[src/rtl/ucsbece154a_selfcheck_if.sv]
// Table and debug-read bundle between the self-check controller (master)
// and the expected-value table / core debug ports (slave).
interface ucsbece154a_selfcheck_if #(
  parameter int IW = 4
);
  logic [IW-1:0] chk_idx;
  logic          chk_is_mem;
  logic [31:0]   chk_addr;
  logic [31:0]   chk_exp;
  logic [4:0]    dbg_rf_addr;
  logic [31:0]   dbg_rf_data;
  logic [31:0]   dbg_mem_addr;
  logic [31:0]   dbg_mem_data;

  modport master (
    output chk_idx, dbg_rf_addr, dbg_mem_addr,
    input  chk_is_mem, chk_addr, chk_exp, dbg_rf_data, dbg_mem_data
  );

  modport slave (
    input  chk_idx, dbg_rf_addr, dbg_mem_addr,
    output chk_is_mem, chk_addr, chk_exp, dbg_rf_data, dbg_mem_data
  );
endinterface

[src/rtl/ucsbece154a_selfcheck.sv]
// Run-and-check controller: holds the core in reset, runs it for a bounded
// number of cycles (or until halt), then walks an expected-value table.
module ucsbece154a_selfcheck #(
  parameter int NUM_CHECKS   = 10,
  parameter int RUN_CYCLES   = 75,
  parameter int RESET_CYCLES = 1,
  parameter bit HALT_EN      = 1'b0,
  parameter int CW           = 16,
  parameter int IW           = $clog2(NUM_CHECKS + 1)
) (
  input  logic                    clk,
  input  logic                    reset,
  input  logic                    start,
  input  logic                    halt,
  output logic                    core_reset,
  output logic                    core_run,
  ucsbece154a_selfcheck_if.master chk,
  output logic                    busy,
  output logic                    done,
  output logic                    pass,
  output logic [IW-1:0]           fail_count,
  output logic [IW-1:0]           first_fail,
  output logic                    halted,
  output logic                    timeout,
  output logic [CW-1:0]           cycle_count
);
  localparam int RSW = $clog2(RESET_CYCLES + 1);
  localparam int RUW = $clog2(RUN_CYCLES + 1);
  localparam logic [IW-1:0] NONE = IW'(NUM_CHECKS);
  localparam logic [IW-1:0] LAST = IW'(NUM_CHECKS - 1);

  typedef enum logic [2:0] {S_IDLE, S_RESET, S_RUN, S_CHECK, S_DONE} state_t;

  state_t         state, state_next;
  logic [RSW-1:0] rst_cnt;
  logic [RUW-1:0] run_cnt;
  logic [IW-1:0]  idx;
  logic           rst_last, run_last, halt_hit, chk_last, mismatch;
  logic [31:0]    actual;
  logic           core_reset_d, core_run_d, busy_d, done_d;

  assign chk.chk_idx      = idx;
  assign chk.dbg_rf_addr  = chk.chk_addr[4:0];
  assign chk.dbg_mem_addr = {chk.chk_addr[31:2], 2'b00};

  assign rst_last = (rst_cnt == RSW'(RESET_CYCLES - 1));
  assign run_last = (run_cnt == RUW'(RUN_CYCLES - 1));
  assign halt_hit = HALT_EN && halt;
  assign chk_last = (idx == LAST);
  assign actual   = chk.chk_is_mem ? chk.dbg_mem_data : chk.dbg_rf_data;
  assign mismatch = (actual != chk.chk_exp);

  always_ff @(posedge clk) begin
    if (reset) state <= S_IDLE;
    else       state <= state_next;
  end

  always_comb begin
    state_next = state;
    unique case (state)
      S_IDLE, S_DONE: if (start) state_next = S_RESET;
      S_RESET:        if (rst_last) state_next = S_RUN;
      S_RUN:          if (halt_hit || run_last) state_next = S_CHECK;
      S_CHECK:        if (chk_last) state_next = S_DONE;
      default:        state_next = S_IDLE;
    endcase
  end

  // Control outputs decode the next state so the registered copies
  // change on the same edge as the state register.
  always_comb begin
    core_reset_d = (state_next == S_IDLE) || (state_next == S_RESET);
    core_run_d   = (state_next == S_RUN);
    busy_d       = (state_next == S_RESET) || (state_next == S_RUN) ||
                   (state_next == S_CHECK);
    done_d       = (state_next == S_DONE);
  end

  always_ff @(posedge clk) begin
    if (reset) begin
      core_reset  <= 1'b1;
      core_run    <= 1'b0;
      busy        <= 1'b0;
      done        <= 1'b0;
      pass        <= 1'b0;
      fail_count  <= '0;
      first_fail  <= NONE;
      halted      <= 1'b0;
      timeout     <= 1'b0;
      cycle_count <= '0;
      idx         <= '0;
      rst_cnt     <= '0;
      run_cnt     <= '0;
    end else begin
      core_reset <= core_reset_d;
      core_run   <= core_run_d;
      busy       <= busy_d;
      done       <= done_d;
      unique case (state)
        S_IDLE, S_DONE: begin
          if (start) begin
            pass        <= 1'b0;
            fail_count  <= '0;
            first_fail  <= NONE;
            halted      <= 1'b0;
            timeout     <= 1'b0;
            cycle_count <= '0;
            idx         <= '0;
            rst_cnt     <= '0;
          end
        end
        S_RESET: begin
          rst_cnt <= rst_cnt + 1'b1;
          run_cnt <= '0;
        end
        S_RUN: begin
          run_cnt <= run_cnt + 1'b1;
          if (cycle_count != '1) cycle_count <= cycle_count + 1'b1;
          // halt wins over a coincident terminal count
          if (halt_hit)      halted  <= 1'b1;
          else if (run_last) timeout <= HALT_EN;
        end
        S_CHECK: begin
          if (mismatch) begin
            fail_count <= fail_count + 1'b1;
            if (first_fail == NONE) first_fail <= idx;
          end
          if (chk_last) begin
            idx  <= '0;
            pass <= (fail_count == '0) && !mismatch;
          end else begin
            idx <= idx + 1'b1;
          end
        end
        default: ;
      endcase
    end
  end
endmodule

[src/flat_wrapper.sv]
// flat-port wrapper written by rule: the top's interface ports become plain ports
module ucsbece154a_selfcheck_flat 
#(
  parameter int NUM_CHECKS   = 10,
  parameter int RUN_CYCLES   = 75,
  parameter int RESET_CYCLES = 1,
  parameter bit HALT_EN      = 1'b0,
  parameter int CW           = 16,
  parameter int IW           = $clog2(NUM_CHECKS + 1)
)
  (clk, reset, start, halt, core_reset, core_run, busy, done, pass, fail_count, first_fail, halted, timeout, cycle_count, chk_chk_idx, chk_dbg_rf_addr, chk_dbg_mem_addr, chk_chk_is_mem, chk_chk_addr, chk_chk_exp, chk_dbg_rf_data, chk_dbg_mem_data);
  ucsbece154a_selfcheck_if #(.IW(IW)) chk_i ();
  input  logic clk;
  input  logic reset;
  input  logic start;
  input  logic halt;
  output logic core_reset;
  output logic core_run;
  output logic busy;
  output logic done;
  output logic pass;
  output logic [IW-1:0] fail_count;
  output logic [IW-1:0] first_fail;
  output logic halted;
  output logic timeout;
  output logic [CW-1:0] cycle_count;
  output wire logic [$bits(chk_i.chk_idx)-1:0] chk_chk_idx;
  output wire logic [$bits(chk_i.dbg_rf_addr)-1:0] chk_dbg_rf_addr;
  output wire logic [$bits(chk_i.dbg_mem_addr)-1:0] chk_dbg_mem_addr;
  input wire logic [$bits(chk_i.chk_is_mem)-1:0] chk_chk_is_mem;
  input wire logic [$bits(chk_i.chk_addr)-1:0] chk_chk_addr;
  input wire logic [$bits(chk_i.chk_exp)-1:0] chk_chk_exp;
  input wire logic [$bits(chk_i.dbg_rf_data)-1:0] chk_dbg_rf_data;
  input wire logic [$bits(chk_i.dbg_mem_data)-1:0] chk_dbg_mem_data;
  assign chk_chk_idx = chk_i.chk_idx;
  assign chk_dbg_rf_addr = chk_i.dbg_rf_addr;
  assign chk_dbg_mem_addr = chk_i.dbg_mem_addr;
  assign chk_i.chk_is_mem = chk_chk_is_mem;
  assign chk_i.chk_addr = chk_chk_addr;
  assign chk_i.chk_exp = chk_chk_exp;
  assign chk_i.dbg_rf_data = chk_dbg_rf_data;
  assign chk_i.dbg_mem_data = chk_dbg_mem_data;
  ucsbece154a_selfcheck #(.NUM_CHECKS(NUM_CHECKS), .RUN_CYCLES(RUN_CYCLES), .RESET_CYCLES(RESET_CYCLES), .HALT_EN(HALT_EN), .CW(CW), .IW(IW)) u_core (.clk(clk), .reset(reset), .start(start), .halt(halt), .core_reset(core_reset), .core_run(core_run), .chk(chk_i), .busy(busy), .done(done), .pass(pass), .fail_count(fail_count), .first_fail(first_fail), .halted(halted), .timeout(timeout), .cycle_count(cycle_count));
endmodule
[config.mk]
export PLATFORM = sky130hd
export DESIGN_NAME = ucsbece154a_selfcheck_flat
export DESIGN_NICKNAME = d
export VERILOG_FILES = /design/src/rtl/ucsbece154a_selfcheck_if.sv /design/src/rtl/ucsbece154a_selfcheck.sv /design/src/flat_wrapper.sv
export SDC_FILE = /design/constraint.sdc
export NUM_CORES = 1
export LEC_CHECK = 0
export CORE_UTILIZATION = 37
export DETAILED_ROUTE_END_ITERATION = 8
export PLACE_DENSITY = 0.84
export SLEW_MARGIN = 20
export SYNTH_ARGS = -nofsm -noshare
export SYNTH_HDL_FRONTEND = slang
export SYNTH_SLANG_ARGS = --single-unit
[constraint.sdc]
create_clock -name clk -period 2.3 [get_ports clk]
set_input_delay 0.345 -clock clk [delete_from_list [all_inputs] [get_ports clk]]
set_output_delay 0.345 -clock clk [all_outputs]
set_load 0.01 [all_outputs]
# Yosys cells after proc, flatten, opt, wreduce, memory -nomap -nowiden
# Index checks and enable logic that the tools add are counted.
[classes]
n_lt_le_gt_ge = 0
eq_ne = 19
shifts = 0
n_mux = 25
reduce_logical = 20
multipliers = 0
add_sub_neg = 5
bitwise_logic = 0
div_mod_pow = 0
[op_table]
columns = ["operator", "n"]
rows = [
  ["$mux 16", 2],
  ["$mux 32", 1],
  ["$ne 32x32->1", 1],
  ["$pmux 16 s2", 1],
  ["$mux 4", 6],
  ["$pmux 4 s2", 3],
  ["$add 16x1->16 const B", 1],
  ["$ne 16x16->1 const B", 1],
  ["$pmux 7 s2", 1],
  ["$eq 3x2->1 const B", 4],
  ["$mux 3", 4],
  ["$pmux 3 s4", 1],
  ["$reduce_and 3->1", 4],
  ["$ne 2x1->1 const B", 5],
  ["$add 4x1->4 const B", 2],
  ["$eq 4x4->1 const B", 2],
  ["$reduce_bool 2->1", 4],
  ["$add 7x1->7 const B", 1],
  ["$eq 7x7->1 const B", 1],
  ["$eq 3x1->1 const B", 2],
  ["$eq 3x3->1 const B", 2],
  ["$logic_not 3->1", 2],
  ["$pmux 1 s2", 3],
  ["$logic_not 4->1", 1],
  ["other kinds (9)", 14],
]
[word_totals]
romBits = 0
ramBits = 0
in_bits = 133
latch_bits = 0
wordCells = 82
ff_bits = 45
n_memories = 0
output_inout_bits = 72

# Longest topological paths before layout
[logic_depth]
ltp_word = 6
mapped_depth = 8
ltp_nobuf = 8

# Worst setup path after synthesis
# No wires, ideal clock.
[synth_path]
kind = "input port to flip-flop"
startpoint = "input port chk_chk_is_mem"
endpoint = "register u_core.fail_count[0]"
required_time_ns = 2.179
stages = 8
slack_ns = 0.237
setup_time_ns = 0.121
n_path_buf = 2
arrival_ns = 1.941
path_cell_list = "buf_6 buf_6 mux2i_1 xnor2_1 nor4_1 nand4_2 o21ai_4 mux2_4"
[synth_via]
elab_chain_len = 4
[synth_lines]
columns = ["item", "line_no", "rtl"]
rows = [
  ["start: declaration", "flat_wrapper.sv:30", "input wire logic [$bits(chk_i.chk_is_mem)-1:0] chk_chk_is_mem;"],
  ["$mux 32", "ucsbece154a_selfcheck.sv:50", "assign actual = chk.chk_is_mem ? chk.dbg_mem_data : chk.dbg_rf_data;"],
  ["$ne 32x32->1", "ucsbece154a_selfcheck.sv:51", "assign mismatch = (actual != chk.chk_exp);"],
  ["$ne 2x1->1 (no line)", "--", ""],
  ["$reduce_and 3->1 (no line)", "--", ""],
  ["end signal: assignment", "ucsbece154a_selfcheck.sv:125", "fail_count <= fail_count + 1'b1;"],
  ["end: declaration", "ucsbece154a_selfcheck.sv:21", "output logic [IW-1:0] fail_count,"],
]
# No other way between the ends.
# A chain may end at the register's enable or synchronous reset.

# Worst setup path in the final report
[layout_path]
startpoint = "register u_core.cycle_count[6]"
endpoint = "register u_core.cycle_count[15]"
[layout_via]
elab_chain_len = 3
elab_cells_between_ends = 6
classes_between = "1 x add/sub; 2 x eq/ne; 2 x mux; 1 x reduce/logical"
[layout_lines]
columns = ["item", "line_no", "rtl"]
rows = [
  ["start: declaration", "ucsbece154a_selfcheck.sv:25", "output logic [CW-1:0] cycle_count"],
  ["start signal: assignment", "ucsbece154a_selfcheck.sv:118", "if (cycle_count != '1) cycle_count <= cycle_count + 1'b1;"],
  ["$add 16x1->16 / $ne 16x16->1 (equally long branches)", "ucsbece154a_selfcheck.sv:118", ""],
  ["$mux 16 / $ne 2x1->1 (equally long branches)", "--", ""],
  ["$pmux 16 s2 / $reduce_and 3->1 (equally long branches)", "--", ""],
]
# Several ways; a longest one is shown, not always the timed one. The select of a mux whose other input is x is not followed.

==> results.sh <==
export IMPL_run_status="finished, final reports clean"
export IMPL_setup_viol_count_final=0
export IMPL_finalNetCount=608
export IMPL_num_vias=2941
export IMPL_drc=0
export IMPL_synth_commonest_cells="sky130_fd_sc_hd__dfxtp_1 (44), sky130_fd_sc_hd__nor2_1 (40), sky130_fd_sc_hd__buf_4 (39), sky130_fd_sc_hd__xnor2_1 (38), sky130_fd_sc_hd__mux2i_1 (35)"
export IMPL_drt_pre_antenna_iters=4
export IMPL_layout_worst_path_cycle_share_pct=90.5
export IMPL_synth_top_cell_area_share_pct=28.0
export IMPL_post_route_cells_drive_above_1_share_pct=8.53
export IMPL_hold_buffers=0
export IMPL_hold_path_class="register to register"
export IMPL_layout_cells_non_filler=574
export IMPL_largest_net_degree_at_the_start_of_global_routing=17
export IMPL_post_place_ws_ps=-91.5
export IMPL_worst_ep_arrival_time_ps=2280
export IMPL_route_detailed_vias_per_inst=5.12
export IMPL_final_design_utilization_pct=54.4
export IMPL_cts_inserted_buffers=5
export IMPL_syn_to_final_growth_pct=42.1
export IMPL_numClockSinks=44
export IMPL_max_transition_viols_final=0
export IMPL_critical_path_cell_chain="and4_1, nand4_2, or3_1, or4_1, xor2_1, nor2_1"
export IMPL_dp_hpwl_um=6890
export IMPL_max_vdd_ir_drop_mv=0.216
export IMPL_detail_route_wl_per_cell_um=14.6
export IMPL_critical_path_class="register to register"
export IMPL_synth_main_ff_cell="sky130_fd_sc_hd__dfxtp_1"
export IMPL_floorplan_core_area_um2=8220
export IMPL_worstSkewPairLatency_ps=300
export IMPL_critPathCaptureType="register"
export IMPL_synth_compound_area_share_pct=9.11
export IMPL_global_route_usage_total_pct=19.6
export IMPL_synth_simple_area_share_pct=22.9
export IMPL_detailed_route_iter0_violations=129
export IMPL_timing_final_ws_setup_ps=218
export IMPL_timing_final_crit_period_ps=2080
export IMPL_worst_ep_required_time_ps=2500
export IMPL_fill_cells=715
export IMPL_post_cts_resized=0
export IMPL_wirelength_um=8380
export IMPL_chipHeight_um=94.2
export IMPL_htree_levels=2
export IMPL_worstSetupStartpointType="register"
export IMPL_synthesis_instances=362
export IMPL_numPortBuffers=132
export IMPL_max_freq_mhz=480
export IMPL_xor_xnor_portion_of_the_synthesized_cell_area_pct=12.5
export IMPL_clk_pin_slew_ps=80
export IMPL_synth_enable_flop_cells=0
export IMPL_cts_root_buffer="sky130_fd_sc_hd__clkbuf_8"
export IMPL_placed_cells_incl_taps=566
export IMPL_yosys_mux_area_fraction_pct=11.6
export IMPL_post_cts_setup_buffers=0
export IMPL_multi_input_area_um2=1870
export IMPL_clockBufferDepth=2
export IMPL_start_util_pct=38.3
export IMPL_ioPinCount=205
export IMPL_register_area_um2=881
export IMPL_synth_area_um2=3150
export IMPL_yosysWarningCount=0
export IMPL_static_leakage_nw=1.68
export IMPL_core_rowCount=33
export IMPL_synth_largest_area_cell="sky130_fd_sc_hd__dfxtp_1"
export IMPL_first_global_vias=3036
export IMPL_grt_antenna_before_repair=0
export IMPL_synth_adder_area_share_pct=2.78
export IMPL_grt_overflow_total=0
export IMPL_routabilityCongestion=0.825
export IMPL_synth_top_family_by_area="simple AND/OR/NAND/NOR gates"
export IMPL_power_density_nw_per_um2=421
export IMPL_synthDistinctLibCells=49
export IMPL_cp_slowest_cell="sky130_fd_sc_hd__or4_1"
export IMPL_tritoncts_clock_tree="yes"
export IMPL_yosys_register_bits=44
export IMPL_synth_area_top_cells="sky130_fd_sc_hd__dfxtp_1 (28%), sky130_fd_sc_hd__mux2i_1 (11%), sky130_fd_sc_hd__xnor2_1 (11%)"
export IMPL_die_width_um=94.2
export IMPL_max_stage_delay_ps=550
export IMPL_die_area_um2=8880
export IMPL_rsz0062_at_grt="false"
export IMPL_critical_path_max_fanout=6
export IMPL_async_flop_share_pct=0
export IMPL_yosys_cell_count_top_type="sky130_fd_sc_hd__dfxtp_1"
export IMPL_finClkSkew_ps=7.84
export IMPL_synth_seq_area_share_pct=28.0
export IMPL_ant_nets=0
export IMPL_syn_avg_cell_area_um2=8.69
export IMPL_first_pass_grt_wire_length_um=13600
export IMPL_antenna_cells_inserted=0
export IMPL_report_final_hold_viol_count=0
export IMPL_maxCapViolCount=0
per-stage QoR:
stage	setup TNS (ps)	hold WS, ps	total power, mW	instance area (um^2)
after detailed placement	-125	478	1.32	4370
after global placement	-26.9	455	1.30	4370
after global routing	0	510	1.97	4470
after floorplan	0	456	1.12	3160
after CTS	0	489	1.90	4470
final	0	492	1.88	4470
critical path, delay by kind of cell, from the launching register on:
kind	cells	cell delay, ps
DFF	1	430
xor gates and xnor gates	1	140
and+or+nand+nor	5	1410
final cells by class:
class | count | area share (%)
repair buffers | 147 | 32.5
well taps | 105 | 2.94
clock inverters | 2 | 0.783
inverters | 8 | 0.671
clock buffers | 6 | 1.62
multi-input cells | 262 | 41.8
flip-flops and latches | 44 | 19.7
report_power, final:
| group | switching [mW] | total, mW | internal (mW) |
|---|---|---|---|
| Combinational | 0.198 | 0.497 | 0.299 |
| Clock | 0.265 | 0.588 | 0.323 |
| Sequential | 0.0186 | 0.799 | 0.781 |
| Total | 0.481 | 1.88 | 1.40 |
final timing paths:
check / from / endpoint / slack (ps) / cells after the start
max: u_core.cycle_count[6] / u_core.cycle_count[15] / 220 / 6
min: u_core.rst_cnt / u_core.rst_cnt / 490 / 2
max reg2reg: u_core.cycle_count[6] / u_core.cycle_count[15] / 220 / 6
min reg2reg: u_core.rst_cnt / u_core.rst_cnt / 490 / 2
routing by layer:
layer	track usage, %	part of all wire, %	up-vias
met5	0	0	-
met4	8.33	2.3	0
met3	6.15	7.8	19
met2	37.3	55	131
met1	19.2	35	1353
li1	-	-	1438
layout by cell type, fill, tap and decap left out, types with 6 or more instances in the layout:
cell,netlist,layout
sky130_fd_sc_hd__nand4_1,6,6
sky130_fd_sc_hd__xor2_1,7,7
sky130_fd_sc_hd__nand3_1,8,8
sky130_fd_sc_hd__buf_4,39,13
sky130_fd_sc_hd__xnor2_1,38,38
sky130_fd_sc_hd__dfxtp_1,44,44
sky130_fd_sc_hd__ha_1,7,7
sky130_fd_sc_hd__mux2i_1,35,35
sky130_fd_sc_hd__clkdlybuf4s50_1,0,131
sky130_fd_sc_hd__a21oi_1,12,12
sky130_fd_sc_hd__nor3_1,6,6
sky130_fd_sc_hd__nor2_1,40,40
sky130_fd_sc_hd__o21ai_0,8,8
sky130_fd_sc_hd__inv_1,8,8
sky130_fd_sc_hd__nand2_1,17,17
sky130_fd_sc_hd__nor4_2,6,6
flip-flops by register name, indices dropped and copies added (netlist names), 3 cells and up:
register	cells
u_core.state	3
u_core.first_fail	4
u_core.cycle_count	16
u_core.run_cnt	7
u_core.chk.chk_idx	4
u_core.fail_count	4
kinds of logic after synthesis:
family | Yosys count
and+or+nand+nor | 127
AOI/OAI and AO/OA | 43
buffers and inverters | 59
xor gates and xnor gates | 45
adders and majority gates | 7
other | 1
muxes | 36
DFF | 44
No activity file was read; power rests on OpenSTA's default activity.
